$ cat config.mk
export PLATFORM = sky130hd
export DESIGN_NAME = ps2_mouse_ctrl
export DESIGN_NICKNAME = d
export VERILOG_FILES = /design/src/rtl/ps2_mouse_ctrl.sv
export SDC_FILE = /design/constraint.sdc
export NUM_CORES = 1
export LEC_CHECK = 0
export ABC_AREA = 1
export BUFFER_PORTS_ARGS = -buffer_cell sky130_fd_sc_hd__buf_4
export CORE_MARGIN = 2
export CORE_UTILIZATION = 53
export CTS_CLUSTER_DIAMETER = 40
export DETAILED_ROUTE_END_ITERATION = 10
export PLACE_DENSITY = 0.88
export SLEW_MARGIN = 40
export SYNTH_ARGS = -nofsm -noshare
export SYNTH_HDL_FRONTEND = slang
export SYNTH_SLANG_ARGS = --single-unit
$ cat constraint.sdc
create_clock -name clk -period 2.01 [get_ports clk]
set_clock_uncertainty 0.1 [all_clocks]
set_input_delay 0.402 -clock clk [delete_from_list [all_inputs] [get_ports clk]]
set_output_delay 0.402 -clock clk [all_outputs]
set_load 0.02 [all_outputs]
$ cat src/rtl/ps2_mouse_ctrl.sv
// PS/2 stream-mode packet assembler and saturating aim-position tracker.
// Frames 3-byte packets with header sync and inter-byte timeout; updates pos_x/pos_y per packet.
module ps2_mouse_ctrl #(
  parameter int TIMEOUT_CYCLES = 100000,
  parameter int POS_W          = 10,
  parameter int X_MAX          = 639,
  parameter int Y_MAX          = 479
) (
  input  logic             clk,
  input  logic             reset,
  input  logic [7:0]       rx_data,
  input  logic             rx_valid,
  input  logic             recenter,
  output logic             pkt_valid,
  output logic             btn_left,
  output logic             btn_right,
  output logic             btn_middle,
  output logic [8:0]       dx,
  output logic [8:0]       dy,
  output logic             ovf_x,
  output logic             ovf_y,
  output logic [POS_W-1:0] pos_x,
  output logic [POS_W-1:0] pos_y,
  output logic             sync_err,
  output logic             timeout_err
);

  // state   | meaning
  // WAIT_B0 | idle, waiting for a header byte (bit3=1)
  // WAIT_B1 | header stored, waiting for X byte
  // WAIT_B2 | X stored, waiting for Y byte to complete the packet

  localparam int                     CNT_W    = $clog2(TIMEOUT_CYCLES + 1);
  localparam logic [CNT_W-1:0]       CNT_LOAD = CNT_W'(TIMEOUT_CYCLES - 1);
  localparam logic [POS_W-1:0]       X_CTR    = POS_W'(X_MAX / 2);
  localparam logic [POS_W-1:0]       Y_CTR    = POS_W'(Y_MAX / 2);
  localparam logic [POS_W-1:0]       X_TOP    = POS_W'(X_MAX);
  localparam logic [POS_W-1:0]       Y_TOP    = POS_W'(Y_MAX);
  localparam logic signed [POS_W+1:0] X_LIM   = (POS_W+2)'(X_MAX);
  localparam logic signed [POS_W+1:0] Y_LIM   = (POS_W+2)'(Y_MAX);

  typedef enum logic [1:0] {
    WAIT_B0 = 2'd0,
    WAIT_B1 = 2'd1,
    WAIT_B2 = 2'd2
  } state_t;

  state_t                  r_state;
  state_t                  w_state_nxt;
  logic [CNT_W-1:0]        r_cnt;
  logic [CNT_W-1:0]        w_cnt_nxt;
  logic [7:0]              r_hdr;
  logic [7:0]              w_hdr_nxt;
  logic [7:0]              r_xb;
  logic [7:0]              w_xb_nxt;
  logic                    w_pkt;
  logic                    w_sync;
  logic                    w_tmo;

  logic                    r_pkt;
  logic                    r_sync;
  logic                    r_tmo;
  logic [2:0]              r_btn;
  logic [8:0]              r_dx;
  logic [8:0]              r_dy;
  logic                    r_ovf_x;
  logic                    r_ovf_y;
  logic [POS_W-1:0]        r_pos_x;
  logic [POS_W-1:0]        r_pos_y;

  logic [8:0]              w_dx;
  logic [8:0]              w_dy;
  logic signed [POS_W+1:0] w_sum_x;
  logic signed [POS_W+1:0] w_sum_y;
  logic [POS_W-1:0]        w_clamp_x;
  logic [POS_W-1:0]        w_clamp_y;
  logic [POS_W-1:0]        w_pos_x_nxt;
  logic [POS_W-1:0]        w_pos_y_nxt;

  always_ff @(posedge clk or negedge reset) begin
    if (!reset) begin
      r_state <= WAIT_B0;
    end else begin
      r_state <= w_state_nxt;
    end
  end

  // Timeout is a down-counter reloaded on each accepted byte; expiry is an idle sample at zero.
  always_comb begin
    w_state_nxt = r_state;
    w_cnt_nxt   = r_cnt;
    w_hdr_nxt   = r_hdr;
    w_xb_nxt    = r_xb;
    w_pkt       = 1'b0;
    w_sync      = 1'b0;
    w_tmo       = 1'b0;
    case (r_state)
      WAIT_B0: begin
        w_cnt_nxt = '0;
        if (rx_valid) begin
          if (rx_data[3]) begin
            w_hdr_nxt   = rx_data;
            w_cnt_nxt   = CNT_LOAD;
            w_state_nxt = WAIT_B1;
          end else begin
            w_sync = 1'b1;
          end
        end
      end
      WAIT_B1: begin
        if (rx_valid) begin
          w_xb_nxt    = rx_data;
          w_cnt_nxt   = CNT_LOAD;
          w_state_nxt = WAIT_B2;
        end else if (r_cnt == '0) begin
          w_tmo       = 1'b1;
          w_state_nxt = WAIT_B0;
        end else begin
          w_cnt_nxt = r_cnt - CNT_W'(1);
        end
      end
      WAIT_B2: begin
        if (rx_valid) begin
          w_pkt       = 1'b1;
          w_cnt_nxt   = '0;
          w_state_nxt = WAIT_B0;
        end else if (r_cnt == '0) begin
          w_tmo       = 1'b1;
          w_cnt_nxt   = '0;
          w_state_nxt = WAIT_B0;
        end else begin
          w_cnt_nxt = r_cnt - CNT_W'(1);
        end
      end
      default: begin
        w_cnt_nxt   = '0;
        w_state_nxt = WAIT_B0;
      end
    endcase
  end

  // Y is subtracted because PS/2 +Y points up while screen +Y points down.
  always_comb begin
    w_dx    = {r_hdr[4], r_xb};
    w_dy    = {r_hdr[5], rx_data};
    w_sum_x = $signed({2'b00, r_pos_x}) + $signed({{(POS_W-7){w_dx[8]}}, w_dx});
    w_sum_y = $signed({2'b00, r_pos_y}) - $signed({{(POS_W-7){w_dy[8]}}, w_dy});

    if (w_sum_x[POS_W+1]) begin
      w_clamp_x = '0;
    end else if (w_sum_x > X_LIM) begin
      w_clamp_x = X_TOP;
    end else begin
      w_clamp_x = w_sum_x[POS_W-1:0];
    end

    if (w_sum_y[POS_W+1]) begin
      w_clamp_y = '0;
    end else if (w_sum_y > Y_LIM) begin
      w_clamp_y = Y_TOP;
    end else begin
      w_clamp_y = w_sum_y[POS_W-1:0];
    end

    w_pos_x_nxt = r_pos_x;
    w_pos_y_nxt = r_pos_y;
    if (recenter) begin
      w_pos_x_nxt = X_CTR;
      w_pos_y_nxt = Y_CTR;
    end else if (w_pkt) begin
      if (!r_hdr[6]) w_pos_x_nxt = w_clamp_x;
      if (!r_hdr[7]) w_pos_y_nxt = w_clamp_y;
    end
  end

  always_ff @(posedge clk or negedge reset) begin
    if (!reset) begin
      r_cnt   <= '0;
      r_hdr   <= '0;
      r_xb    <= '0;
      r_pkt   <= 1'b0;
      r_sync  <= 1'b0;
      r_tmo   <= 1'b0;
      r_btn   <= '0;
      r_dx    <= '0;
      r_dy    <= '0;
      r_ovf_x <= 1'b0;
      r_ovf_y <= 1'b0;
      r_pos_x <= X_CTR;
      r_pos_y <= Y_CTR;
    end else begin
      r_cnt   <= w_cnt_nxt;
      r_hdr   <= w_hdr_nxt;
      r_xb    <= w_xb_nxt;
      r_pkt   <= w_pkt;
      r_sync  <= w_sync;
      r_tmo   <= w_tmo;
      r_pos_x <= w_pos_x_nxt;
      r_pos_y <= w_pos_y_nxt;
      if (w_pkt) begin
        r_btn   <= r_hdr[2:0];
        r_dx    <= w_dx;
        r_dy    <= w_dy;
        r_ovf_x <= r_hdr[6];
        r_ovf_y <= r_hdr[7];
      end
    end
  end

  assign pkt_valid   = r_pkt;
  assign sync_err    = r_sync;
  assign timeout_err = r_tmo;
  assign btn_left    = r_btn[0];
  assign btn_right   = r_btn[1];
  assign btn_middle  = r_btn[2];
  assign dx          = r_dx;
  assign dy          = r_dy;
  assign ovf_x       = r_ovf_x;
  assign ovf_y       = r_ovf_y;
  assign pos_x       = r_pos_x;
  assign pos_y       = r_pos_y;

endmodule

==> results.md, run 1 <==
Job:
- The tool flagged a number of max-cap violations equal to 0.

Setup path:
- Data on the critical path is required at its endpoint by 2190 ps.
- The capturing instance or port of the critical path is pos_x[0]$_DFFE_PN1P_.
- In this run the worst path has a maximum fanout of 5.
- Counting buffers and inverters, the worst setup path is 13 cells deep.
- The endpoint identified for the worst register-to-register timing path is pos_x[0]$_DFFE_PN1P_.
- For this run, the slowest stage of the critical path takes 560 ps.
- The cell that appears most often on the critical path is sky130_fd_sc_hd__nand2_2.
- The register-to-register setup slack is -390 ps.
- Traced cell by cell, the critical path runs through ha_4, inv_2, fa_2, o21ai_2, nand2_2, nand2_2, nand2_2, nand2_2, nand2_4, nand3_4, nand3b_1, nand2_1, nand2_1.
- The origin of the worst setup path is pos_x[0]$_DFFE_PN1P_.
- STA classifies the critical path endpoint as a register.
- The worst reg2reg path startpoint is pos_x[0]$_DFFE_PN1P_.
- The kind of critical path is reg -> reg.
- The worst reg2reg path depth is 13.
- Data arrives at the worst endpoint at 2590 ps.
- The cell with the largest stage delay on the worst path is sky130_fd_sc_hd__dfstp_2.
- Broken down by cell family, the worst path's largest delay share belongs to simple AND/OR/NAND/NOR gates.
- The worst setup path is launched from a register.
- The number of buffers and inverters on the critical path is 1.

Power:
- The largest voltage drop on the vdd net is approximately 990 uV.
- In this run the static leakage power is 3.66 nW.
- Power spread over the standard cell area amounts to 1630 mW/mm^2.

Finish:
- The repair_antennas step left the layout with diodes totalling 0.
- Leaving out fill and tap cells, the most frequent cells in the layout are sky130_fd_sc_hd__nand2_1 (166), sky130_fd_sc_hd__buf_4 (162), sky130_fd_sc_hd__inv_1 (71).
- The count of fill cells added during filler insertion is ~580.
- The post-route netlist has 41.4% of its cells at a drive strength greater than 1.
- The number of nets in the layout is about 890.
- The layout overhead on the synthesized area is 43.5%.
- The finished cells cover 0.00721 mm^2.
- Leaving out fill and tap cells, the most frequent cell in the layout is sky130_fd_sc_hd__nand2_1.

STA:
- The worst path setup slack after routing is -393 ps.
- The worst path uses 120% of the clock period.
- The worst pin sits at a relative slew slack of 46.5%.
- The final number of max-transition violations is 0.
- Derived from the worst setup path, the maximum achievable clock frequency is 416 MHz.
- The final critical path time including I/O delays and setup is 2400 ps.
- Setup repair after global routing could not meet its margin everywhere.
- At the pin with the least slew margin, the transition time is 800 ps.
- Setup violations remaining at the end of the flow were counted as 19.
- The count of final hold-check violations is 0.

Clocking:
- The clock tree from TritonCTS is yes.
- The root buffer cell is sky130_fd_sc_hd__clkbuf_8.
- The clock-pin slew on the worst setup and hold paths is 100 ps.
- The number of sinks driven by the clock tree is 80.
- The number of levels in the clock H-tree is 3.
- The largest buffer count on any clock path is 2.
- At the later pin of the worst-skew pair, clock insertion delay measures ~360 ps.
- The TritonCTS buffer count is 9.

Yosys:
- In the synthesized netlist the async set-or-reset flop fraction comes to 100%.
- The number of warnings reported in the yosys synthesis log is 0.
- The number of nets produced by synthesis is 711.
- In this run, synthesis inferred 0 flip-flops with an integrated enable.
- The sequential fraction of the synthesis area is 40.2%.
- The mapped netlist covers 0.00502 mm^2.
- The number of instances in the synthesized netlist is 670.
- Yosys mapped the design onto 38 distinct sky130hd cell types.
- The number of register bits inferred by synthesis is 80.
- The dominant register cell in the synthesized netlist is sky130_fd_sc_hd__dfrtp_1.
- The average size of a mapped cell is 7.50 um^2.

Hold path:
- The min-delay analysis places its worst path in the category in -> reg.

Place:
- Once placement finished, the instance area stood at between 0.006 and 0.007 mm^2.
- The half-perimeter wire length after detailed placement is 10.8 mm.
- Routability-driven placement finished with a final weighted congestion of 1.01.
- Timing analysis after detailed placement gives a worst setup slack of -219 ps.
- Buffers placed on the I/O ports in this run total 57.

Routing:
- After detailed routing, the number of vias per cell comes to 5.79.
- Before antenna repair, the detailed router went through 5 iterations.
- For this run, design rule violations remaining after detail routing come to 0.
- The routed layout has 5562 vias.
- The DRC violation total after the first TritonRoute iteration is ~360.
- The average wire per standard cell is 17.7 um.
- Once detail routing completed, the nets flagged for antenna violations numbered 0.
- The final layout contains routed wiring with a total length of ~17 mm.

Floorplanning:
- The core region area is 0.00920 mm^2.
- The die extent in x is 101 um.
- The floorplan has 35 rows.
- The number of top-level pins is 58.
- Measured along the y axis, the die boundary spans approximately 100 um.
- The die outline area is slightly above 0.01 mm^2.
- The starting density of the core is 54.6%.

Global route:
- Entering global routing, the biggest net connects 31 pins.
- The number of antenna violations at the first check in global routing was 0.
- The first global-routing pass estimated 25.7 mm of wire.
- The via count of the first global-routing pass is 5560.
- The total grt overflow is 0.
- The total global-route track usage is between 30% and 40%.

Status:
- The checks that failed: setup timing.
- The flow ran to the end, but the final reports show violations.
[area by class of cell]
type,instances,area [um^2],area share (%)
repair buffers,169,1310,18.2
clock inverters,6,48.8,0.677
inverters,91,352,4.88
clock buffers,10,138,1.91
well taps,111,139,1.93
multi-input cells,494,3200,44.4
flip-flops and latches,80,2020,28.0
[routing by layer]
metal  vias to the layer above  wire, um  track usage (%)
met3                        95      1340             4.83
met5                         -         0                0
met4                         0       789             15.1
li1                       2509         -                -
met1                      2644      6310             38.7
met2                       314      8570             55.5
[synth_stat cells (3+ instances only)]
master                       n  area (um^2)
sky130_fd_sc_hd__dfrtp_1    66         1650
sky130_fd_sc_hd__inv_1      80          300
sky130_fd_sc_hd__nand3_2     5         50.1
sky130_fd_sc_hd__o21bai_1    3         22.5
sky130_fd_sc_hd__nor2_4      5         56.3
sky130_fd_sc_hd__inv_2      11         41.3
sky130_fd_sc_hd__clkbuf_1    6         22.5
sky130_fd_sc_hd__o21ai_1     6         30.0
sky130_fd_sc_hd__nand3_1    35          175
sky130_fd_sc_hd__nand4_1    10         62.6
sky130_fd_sc_hd__a21oi_2     7         61.3
sky130_fd_sc_hd__nor3_2      5         50.1
sky130_fd_sc_hd__nand2_2     9         56.3
sky130_fd_sc_hd__xor2_1      8         70.1
sky130_fd_sc_hd__nor2_1     68          255
sky130_fd_sc_hd__nor2_2      5         31.3
sky130_fd_sc_hd__o21ai_0    43          215
sky130_fd_sc_hd__xnor2_1     3         26.3
sky130_fd_sc_hd__ha_1       27          338
sky130_fd_sc_hd__nand2_1   194          728
sky130_fd_sc_hd__nor3_1      8         40.0
sky130_fd_sc_hd__a21oi_1    32          160
sky130_fd_sc_hd__dfstp_2    14          368
[sequential cells by signal (all words and copies together) (netlist names), 2 cells and up]
signal   flops
r_btn        3
dx           9
dy           9
r_xb         8
r_cnt       17
pos_y       10
r_state      2
r_hdr        7
pos_x       10
[through the flow]
step                      cells  setup TNS, ps  utilization, %  total power (W)  hold slack, ps
after floorplan             670           -725               -          0.00640            6.41
after global placement      916          -2580            68.6          0.00841             254
after detailed placement    916          -3500            68.6          0.00868             262
after CTS                   953          -1560            75.9           0.0108             114
after global routing        961          -5700            78.4           0.0124             108
final                       961          -4340            78.4           0.0117             111
[logic make-up (layout without fill, tap and decap cells)]
family,Yosys count,count (layout),synth area share [%]
and+or+nand+nor,353,355,31.8
AOI/OAI and AO/OA,99,99,11.2
buffers and inverters,98,276,7.40
DFF,80,80,40.2
adders and majority gates,29,29,7.52
xor gates and xnor gates,11,11,1.92
[worst min-delay path by stage]
stage | from | endpoint | slack (ps) | cells past startpoint
2_1_floorplan | reset | dx[0]$_DFFE_PN0P_ | 6 | 0
3_3_place_gp | reset | r_hdr[0]$_DFFE_PN0P_ | 250 | 1
3_5_place_dp | reset | r_hdr[0]$_DFFE_PN0P_ | 260 | 1
4_1_cts | rx_data[3] | sync_err$_DFF_PN0_ | 110 | 2
5_1_grt | rx_data[3] | sync_err$_DFF_PN0_ | 110 | 2
6_report | rx_data[3] | sync_err$_DFF_PN0_ | 110 | 2
[power by group]
group          leakage [nW]  switching [W]  internal, W
Combinational          2.57        0.00450      0.00337
Clock                0.0859       0.000685     0.000496
Sequential             1.00       0.000453      0.00221
[timing repair]
item                                    CTS  global route
hold endpoints to repair                 20             0
resized for setup                        72            40
hold buffers                              1             0
setup buffers                            20             8
cloned                                    2             0
endpoints found under the setup margin   20            35
pin swaps                                37            32
No activity file was read; power rests on OpenSTA's default activity.
==> run 2, diff against run 1 <==
--- a/config.mk
+++ b/config.mk
@@ -13,4 +13,5 @@
 export DETAILED_ROUTE_END_ITERATION = 10
 export PLACE_DENSITY = 0.88
+export SKIP_CTS_REPAIR_TIMING = 1
 export SLEW_MARGIN = 40
 export SYNTH_ARGS = -nofsm -noshare
--- a/constraint.sdc
+++ b/constraint.sdc
@@ -3,3 +3,3 @@
 set_input_delay 0.402 -clock clk [delete_from_list [all_inputs] [get_ports clk]]
 set_output_delay 0.402 -clock clk [all_outputs]
-set_load 0.02 [all_outputs]
+set_load 0.05 [all_outputs]
==> results.md, run 2 (synthesized netlist as in run 1, its figures left out) <==
Power:
- The sequential share of power is 21.8% (was 22.7%).
- The internal cell power is 0.00608 W (about the same).
- The combinational share of power is 67.6% (was 67.2%).
- The largest voltage drop on the vdd net is 1050 uV (was 992 uV).
- The total power divided by cell area is 1710 mW/mm^2 (was 1630 mW/mm^2).
- The post-layout total power came to 0.0122 W (was 0.0117 W).
- The switching share of total power came to 50.2% (was 48.1%).
- The part of the total power dissipated in the clock network was 10.6% (was 10.1%).
- The reported net switching power is 0.00613 W (was 0.00564 W).
- The cell leakage power is 3.65 nW (was 3.66 nW).

Floorplanning:
- The height of the die is 101 um (unchanged).
- The die outline area was 0.0103 mm^2 (unchanged).
- The number of cell rows is 35 (unchanged).
- The starting density of the core is 54.6% (unchanged).
- The core region area came to 0.00920 mm^2 (unchanged).
- The number of top-level pins is 58 (unchanged).
- The die extent in x is 101 um (unchanged).

Finish:
- The diode insertion count for antenna repair came to 0 (unchanged).
- The flip-flop and latch area is 0.00202 mm^2 (about the same).
- The total area of multi-input combinational cells came to 0.00319 mm^2 (was 0.00320 mm^2).
- The register name with the most flops was r_cnt (unchanged).
- The most common cell after layout, fill and taps aside is sky130_fd_sc_hd__nand2_1 (unchanged).
- The core utilization of the finished layout is 77.7% (was 78.4%).
- The count of fill cells added during filler insertion was 652 (was 584).
- Highest-count cells in the layout ignoring fill and taps: sky130_fd_sc_hd__nand2_1 (171), sky130_fd_sc_hd__buf_4 (159), sky130_fd_sc_hd__inv_1 (72) (was sky130_fd_sc_hd__nand2_1 (166), sky130_fd_sc_hd__buf_4 (162), sky130_fd_sc_hd__inv_1 (71)).
- The number of nets in the layout came to 879 (was 886).
- The layout overhead on the synthesized area came to 42.3% (was 43.5%).
- The fraction of final layout cells with drive strength greater than 1 is 40.0% (was 41.4%).
- The flip-flop count of the largest register after layout is 17 (unchanged).
- The final design area excluding fillers is 0.00714 mm^2 (was 0.00721 mm^2).

Global route:
- The wire length of the first global-routing pass is 23.6 mm (was 25.7 mm).
- The total global-route track usage is 29.3% (was 31.8%).
- The via count of the first global-routing pass is 5133 (was 5560).
- The number of antenna violations at the first check in global routing came to 0 (unchanged).
- The largest net degree at the start of global routing is 30 (was 31).
- The total grt overflow is 0 (unchanged).

STA:
- The count of final hold-check violations is 0 (unchanged).
- The final critical path time including I/O delays and setup is 2240 ps (was 2400 ps).
- RSZ-0062 raised after global routing: yes (unchanged).
- The final period utilization is 112% (was 120%).
- The final number of max-transition violations is 0 (unchanged).
- The worst-case headroom to the max-slew limit came to 64.4% (was 46.5%).
- The sum of negative setup slack is -3210 ps (was -4340 ps).
- The final setup violation count is 19 (unchanged).
- The peak clock frequency supported by timing is 446 MHz (was 416 MHz).
- The slew at the pin with the worst max-slew slack is 533 ps (was 800 ps).
- The worst path setup slack after routing is -232 ps (was -393 ps).

Setup path:
- Ordered cell list for the critical path: buf_4, ha_4, o21bai_1, a21oi_2, nand2_2, nor2_4, inv_2, nor2_4, nor2_4, nand3_2, nand2_2, nand2_1 (was ha_4, inv_2, fa_2, o21ai_2, nand2_2, nand2_2, nand2_2, nand2_2, nand2_4, nand3_4, nand3b_1, nand2_1, nand2_1).
- The cell with the largest stage delay on the worst path is sky130_fd_sc_hd__dfrtp_2 (was sky130_fd_sc_hd__dfstp_2).
- The critical path arrival was 2430 ps (was 2590 ps).
- The category of the worst setup path launch point is a register (unchanged).
- The required time of the critical path came to 2190 ps (about the same).
- The most frequent cell on the critical path was sky130_fd_sc_hd__nor2_4 (was sky130_fd_sc_hd__nand2_2).
- The type of element capturing the critical path was a register (unchanged).
- The kind of critical path is reg -> reg (unchanged).
- The biggest fanout along the worst timing path is 5 (unchanged).
- The highest cell delay on the worst timing path was 480 ps (was 560 ps).

Job:
- The number of max-cap violations is 0 (unchanged).

Place:
- The cell area after placement is 0.00639 mm^2 (was 0.00631 mm^2).
- The final weighted congestion in routability-driven placement was 0.936 (was 1.01).
- The half-perimeter wire length after detailed placement was 11.3 mm (was 10.8 mm).
- The number of port buffers came to 57 (unchanged).

Clocking:
- The number of sinks driven by the clock tree is 80 (unchanged).
- The clock insertion delay at the later pin of the skew report was 350 ps (was 360 ps).
- The number of levels in the clock H-tree is 3 (unchanged).
- The TritonCTS buffer count is 9 (unchanged).
- The clock-pin slew on the worst setup and hold paths is 100 ps (about the same).
- The root buffer cell is sky130_fd_sc_hd__clkbuf_8 (unchanged).
- The largest buffer count on any clock path is 2 (unchanged).
- The clock tree from TritonCTS is yes (unchanged).

Routing:
- The via count of the routed design is 5283 (was 5562).
- The number of iterations in the first detailed-routing pass is 6 (was 5).
- The average wire per standard cell is 16.9 um (was 17.7 um).
- The post-detailed-route via-to-cell ratio is 5.54 (was 5.79).
- The residual DRC count was 0 (unchanged).
- The post-detailed-routing wire length is 16.1 mm (was 17.0 mm).
- The DRC violation total after the first TritonRoute iteration was 303 (was 363).
- The post-route antenna net violation count was 0 (unchanged).

Status:
- Result of the run: complete, but fails checks (unchanged).
- Failing checks: setup timing (unchanged).

Hold path:
- The class of the tightest hold or removal check was in -> reg (unchanged).
-- run 2: cell count changes in the layout (fill, tap and decap cells not counted), sizes merged --
cell	change
clkbuf	-1
clkinv	+2
clkinvlp	-3
bufinv	+1
buf	-7
inv	+1
-- run 2: metal layers --
layer	vias to the layer above	wire (um)	GRT usage [%]
li1	2484	-	-
met1	2511	6430	36.9
met4	0	397	9.67
met5	-	0	0
met2	234	8350	52.2
met3	54	931	3.80
-- run 2: power by group through the flow --
stage / Combinational [W] / Clock [W] / Sequential [W]
after global routing: 0.00890 / 0.00137 / 0.00270
final: 0.00826 / 0.00130 / 0.00266
after floorplan: 0.00353 / 0 / 0.00361
after global placement: 0.00670 / 0 / 0.00260
after detailed placement: 0.00691 / 0 / 0.00263
after CTS: 0.00694 / 0.00130 / 0.00261
-- run 2: area by class of cell --
class | instances | share of cell area, %
Clock inverter | 7 | 1.19
Inverter | 91 | 4.85
Multi-Input combinational cell | 494 | 44.7
Sequential cell | 80 | 28.3
Timing Repair Buffer | 162 | 17.3
Clock buffer | 9 | 1.73
Tap cell | 111 | 1.94
-- run 2: worst max-delay path, delay by kind of cell (launching register included) --
family | cells | cell delay (ps)
buffers and inverters | 2 | 250
AND/OR/NAND/NOR | 7 | 780
AO/OA/AOI/OAI | 2 | 260
adder cells (fa/ha/maj) | 1 | 300
flip-flops | 1 | 480
-- run 2: final timing paths --
path / to / cells past startpoint / slack (ps) / startpoint
worst max-delay path: pos_x[5]$_DFFE_PN1P_ / 12 / -230 / r_hdr[4]$_DFFE_PN0P_
worst min-delay path: r_hdr[1]$_DFFE_PN0P_ / 3 / 170 / rx_data[1]
worst max register to register: pos_x[5]$_DFFE_PN1P_ / 12 / -230 / r_hdr[4]$_DFFE_PN0P_
worst min register to register: dx[3]$_DFFE_PN0P_ / 2 / 390 / dx[3]$_DFFE_PN0P_
max in group asynchronous: pos_y[1]$_DFFE_PN1P_ / 3 / 730 / reset
min in group asynchronous: r_btn[0]$_DFFE_PN0P_ / 2 / 410 / reset
-- run 2: through the flow --
stage	cells	hold slack (ps)	setup slack, ps
6_report	954	172	-232
3_5_place_dp	920	260	-297
3_3_place_gp	920	250	-288
2_1_floorplan	670	6.41	-220
5_1_grt	954	175	-299
4_1_cts	936	-130	-161
==> run 3, diff against run 2 <==
Settings changed: CELL_PAD_IN_SITES_DETAIL_PLACEMENT set to 1, CELL_PAD_IN_SITES_GLOBAL_PLACEMENT set to 1, CORE_UTILIZATION 53 to 39, PLACE_DENSITY 0.88 to 0.89.
==> results.md, run 3 (synthesized netlist as in run 1, its figures left out) <==
Status:
- Result of the run: complete, but fails checks (unchanged).
- Failing checks: setup timing (unchanged).

Setup path:
- The worst reg2reg path depth is 11 (was 12).
- The biggest fanout along the worst timing path is 5 (unchanged).
- Ordered cell list for the critical path: ha_4, nand2_1, nor2_1, nand3_1, nand3_1, nand2_1, nand2_1, nand3_4, nand3_2, nand2_1, nand2_1 (was buf_4, ha_4, o21bai_1, a21oi_2, nand2_2, nor2_4, inv_2, nor2_4, nor2_4, nand3_2, nand2_2, nand2_1).
- The count of buffer and inverter cells on the critical path is 0 (was 2).
- The gate family responsible for the most delay along the worst path is simple AND/OR/NAND/NOR gates (unchanged).
- The register-to-register setup slack is -470 ps (was -230 ps).
- The worst reg2reg path startpoint was r_hdr[4]$_DFFE_PN0P_ (unchanged).
- The worst reg2reg path endpoint is pos_x[5]$_DFFE_PN1P_ (unchanged).
- The critical path arrival is 2660 ps (was 2430 ps).
- The capturing instance or port of the critical path is pos_x[5]$_DFFE_PN1P_ (unchanged).
- The most frequent cell on the critical path is sky130_fd_sc_hd__nand2_1 (was sky130_fd_sc_hd__nor2_4).
- The total stage count of the critical path is 11 (was 12).
- The kind of critical path is reg -> reg (unchanged).
- The origin of the worst setup path is r_hdr[4]$_DFFE_PN0P_ (unchanged).
- The category of the worst setup path launch point is a register (unchanged).
- The highest cell delay on the worst timing path came to 470 ps (was 480 ps).
- The type of element capturing the critical path was a register (unchanged).
- The cell with the largest stage delay on the worst path is sky130_fd_sc_hd__dfrtp_2 (unchanged).
- The required time of the critical path is 2190 ps (about the same).

Finish:
- The final instance count without filler cells is 1028 (was 954).
- The flip-flop count of the largest register after layout is 17 (unchanged).
- The number of nets in the layout is 892 (was 879).
- The register name with the most flops is r_cnt (unchanged).
- The layout overhead on the synthesized area is 49.8% (was 42.3%).
- The diode insertion count for antenna repair is 0 (unchanged).
- Highest-count cells in the layout ignoring fill and taps: sky130_fd_sc_hd__buf_4 (170), sky130_fd_sc_hd__nand2_1 (161), sky130_fd_sc_hd__inv_1 (70) (was sky130_fd_sc_hd__nand2_1 (171), sky130_fd_sc_hd__buf_4 (159), sky130_fd_sc_hd__inv_1 (72)).
- The count of fill cells added during filler insertion came to 1542 (was 652).
- The most common cell after layout, fill and taps aside is sky130_fd_sc_hd__buf_4 (was sky130_fd_sc_hd__nand2_1).
- The fraction of final layout cells with drive strength greater than 1 was 43.1% (was 40.0%).

Routing:
- The post-route antenna net violation count is 0 (unchanged).
- The DRC violation total after the first TritonRoute iteration is 379 (was 303).
- The post-detailed-routing wire length is 23.9 mm (was 16.1 mm).
- The post-detailed-route via-to-cell ratio is 5.75 (was 5.54).
- The residual DRC count is 0 (unchanged).
- The via count of the routed design is 5909 (was 5283).
- The average wire per standard cell is 23.3 um (was 16.9 um).
- The number of iterations in the first detailed-routing pass is 7 (was 6).

Place:
- The number of placed instances, taps included was 989 (was 920).
- The half-perimeter wire length after detailed placement came to 13.9 mm (was 11.3 mm).
- The number of port buffers is 57 (unchanged).
- The final weighted congestion in routability-driven placement was 0.877 (was 0.936).

STA:
- The worst path setup slack after routing was -471 ps (was -232 ps).
- The slew at the pin with the worst max-slew slack came to 471 ps (was 533 ps).
- RSZ-0062 raised after global routing: yes (unchanged).
- The worst-case headroom to the max-slew limit is 68.6% (was 64.4%).
- The final critical path time including I/O delays and setup is 2480 ps (was 2240 ps).
- The peak clock frequency supported by timing came to 403 MHz (was 446 MHz).
- The count of final hold-check violations is 0 (unchanged).
- The final period utilization is 123% (was 112%).
- The final setup violation count came to 30 (was 19).
- The final hold slack is 232 ps (was 172 ps).
- The final number of max-transition violations was 0 (unchanged).

Global route:
- The largest net degree at the start of global routing is 37 (was 30).
- The number of antenna violations at the first check in global routing is 0 (unchanged).
- The total grt overflow came to 0 (unchanged).
- The via count of the first global-routing pass was 6043 (was 5133).
- The total global-route track usage is 29.2% (was 29.3%).
- The wire length of the first global-routing pass was 32.0 mm (was 23.6 mm).

Clocking:
- The number of sinks driven by the clock tree is 80 (unchanged).
- The TritonCTS buffer count was 9 (unchanged).
- The largest buffer count on any clock path is 2 (unchanged).
- The clock insertion delay at the later pin of the skew report is 360 ps (was 350 ps).
- The clock-pin slew on the worst setup and hold paths is 70 ps (was 100 ps).
- The root buffer cell is sky130_fd_sc_hd__clkbuf_16 (was sky130_fd_sc_hd__clkbuf_8).
- The clock tree from TritonCTS is yes (unchanged).
- The number of levels in the clock H-tree was 3 (unchanged).

Floorplanning:
- The die extent in x was 117 um (was 101 um).
- The number of cell rows is 41 (was 35).
- The die outline area is 0.0138 mm^2 (was 0.0103 mm^2).
- The starting density of the core is 39.8% (was 54.6%).
- The core region area is 0.0126 mm^2 (was 0.00920 mm^2).
- The height of the die is 117 um (was 101 um).
- The number of top-level pins is 58 (unchanged).

Power:
- The cell leakage power came to 3.76 nW (was 3.65 nW).
- The total power divided by cell area was 1870 mW/mm^2 (was 1710 mW/mm^2).
- The largest voltage drop on the vdd net was 1090 uV (was 1050 uV).
- The post-layout total power came to 0.0141 W (was 0.0122 W).

Hold path:
- The class of the tightest hold or removal check was in -> reg (unchanged).
- The number of cells on the worst hold path is 3 (unchanged).

Job:
- The number of max-cap violations is 0 (unchanged).
## run 3: layout make-up
| type | count | area (um^2) | area share (%) |
|---|---|---|---|
| multi-input combinational | 493 | 3260 | 43.3 |
| sequential | 80 | 2020 | 26.9 |
| timing repair buffer | 176 | 1370 | 18.2 |
| inverter | 91 | 350 | 4.66 |
| clock buffer | 13 | 260 | 3.46 |
| tap | 172 | 215 | 2.86 |
| clock inverter | 3 | 42.5 | 0.566 |
## run 3: worst reg2reg max path, cell delays in order (launching register included)
cell and delay, ps:
sky130_fd_sc_hd__dfrtp_2 470, sky130_fd_sc_hd__ha_4 330, sky130_fd_sc_hd__nand2_1 140, sky130_fd_sc_hd__nor2_1 290, sky130_fd_sc_hd__nand3_1 200, sky130_fd_sc_hd__nand3_1 160
sky130_fd_sc_hd__nand2_1 110, sky130_fd_sc_hd__nand2_1 190, sky130_fd_sc_hd__nand3_4 150, sky130_fd_sc_hd__nand3_2 90, sky130_fd_sc_hd__nand2_1 80, sky130_fd_sc_hd__nand2_1 90
## run 3: worst min path at each step
stage	slack (ps)	start	end
floorplan	6	reset	dx[0]$_DFFE_PN0P_
global placement	250	reset	sync_err$_DFF_PN0_
detailed placement	260	reset	timeout_err$_DFF_PN0_
CTS	-110	reset	timeout_err$_DFF_PN0_
global route	240	rx_data[3]	sync_err$_DFF_PN0_
finish	230	rx_data[3]	sync_err$_DFF_PN0_
## run 3: metrics by stage
step | utilization (%) | setup TNS (ps) | setup WS (ps) | area [um^2]
2_1_floorplan | - | -3040 | -220 | 5170
3_3_place_gp | 51.7 | -2500 | -222 | 6530
3_5_place_dp | 51.7 | -4340 | -332 | 6530
4_1_cts | 54.1 | -6070 | -300 | 6830
5_1_grt | 59.6 | -9030 | -481 | 7520
6_report | 59.6 | -6800 | -471 | 7520
## run 3: routing by layer
layer | track usage (%) | up-vias | part of all wire, %
li1 | - | 2509 | -
met1 | 34.8 | 2957 | 38
met2 | 51.3 | 321 | 50
met3 | 4.94 | 122 | 5.6
met4 | 13.6 | 0 | 5.8
met5 | 0 | - | 0
## run 3: power breakdown
group | internal [W] | switching (W) | leakage (nW) | total [W]
Combinational | 0.00361 | 0.00590 | 2.62 | 0.00951
Clock | 0.00103 | 0.000732 | 0.146 | 0.00176
Sequential | 0.00222 | 0.000570 | 0.996 | 0.00279
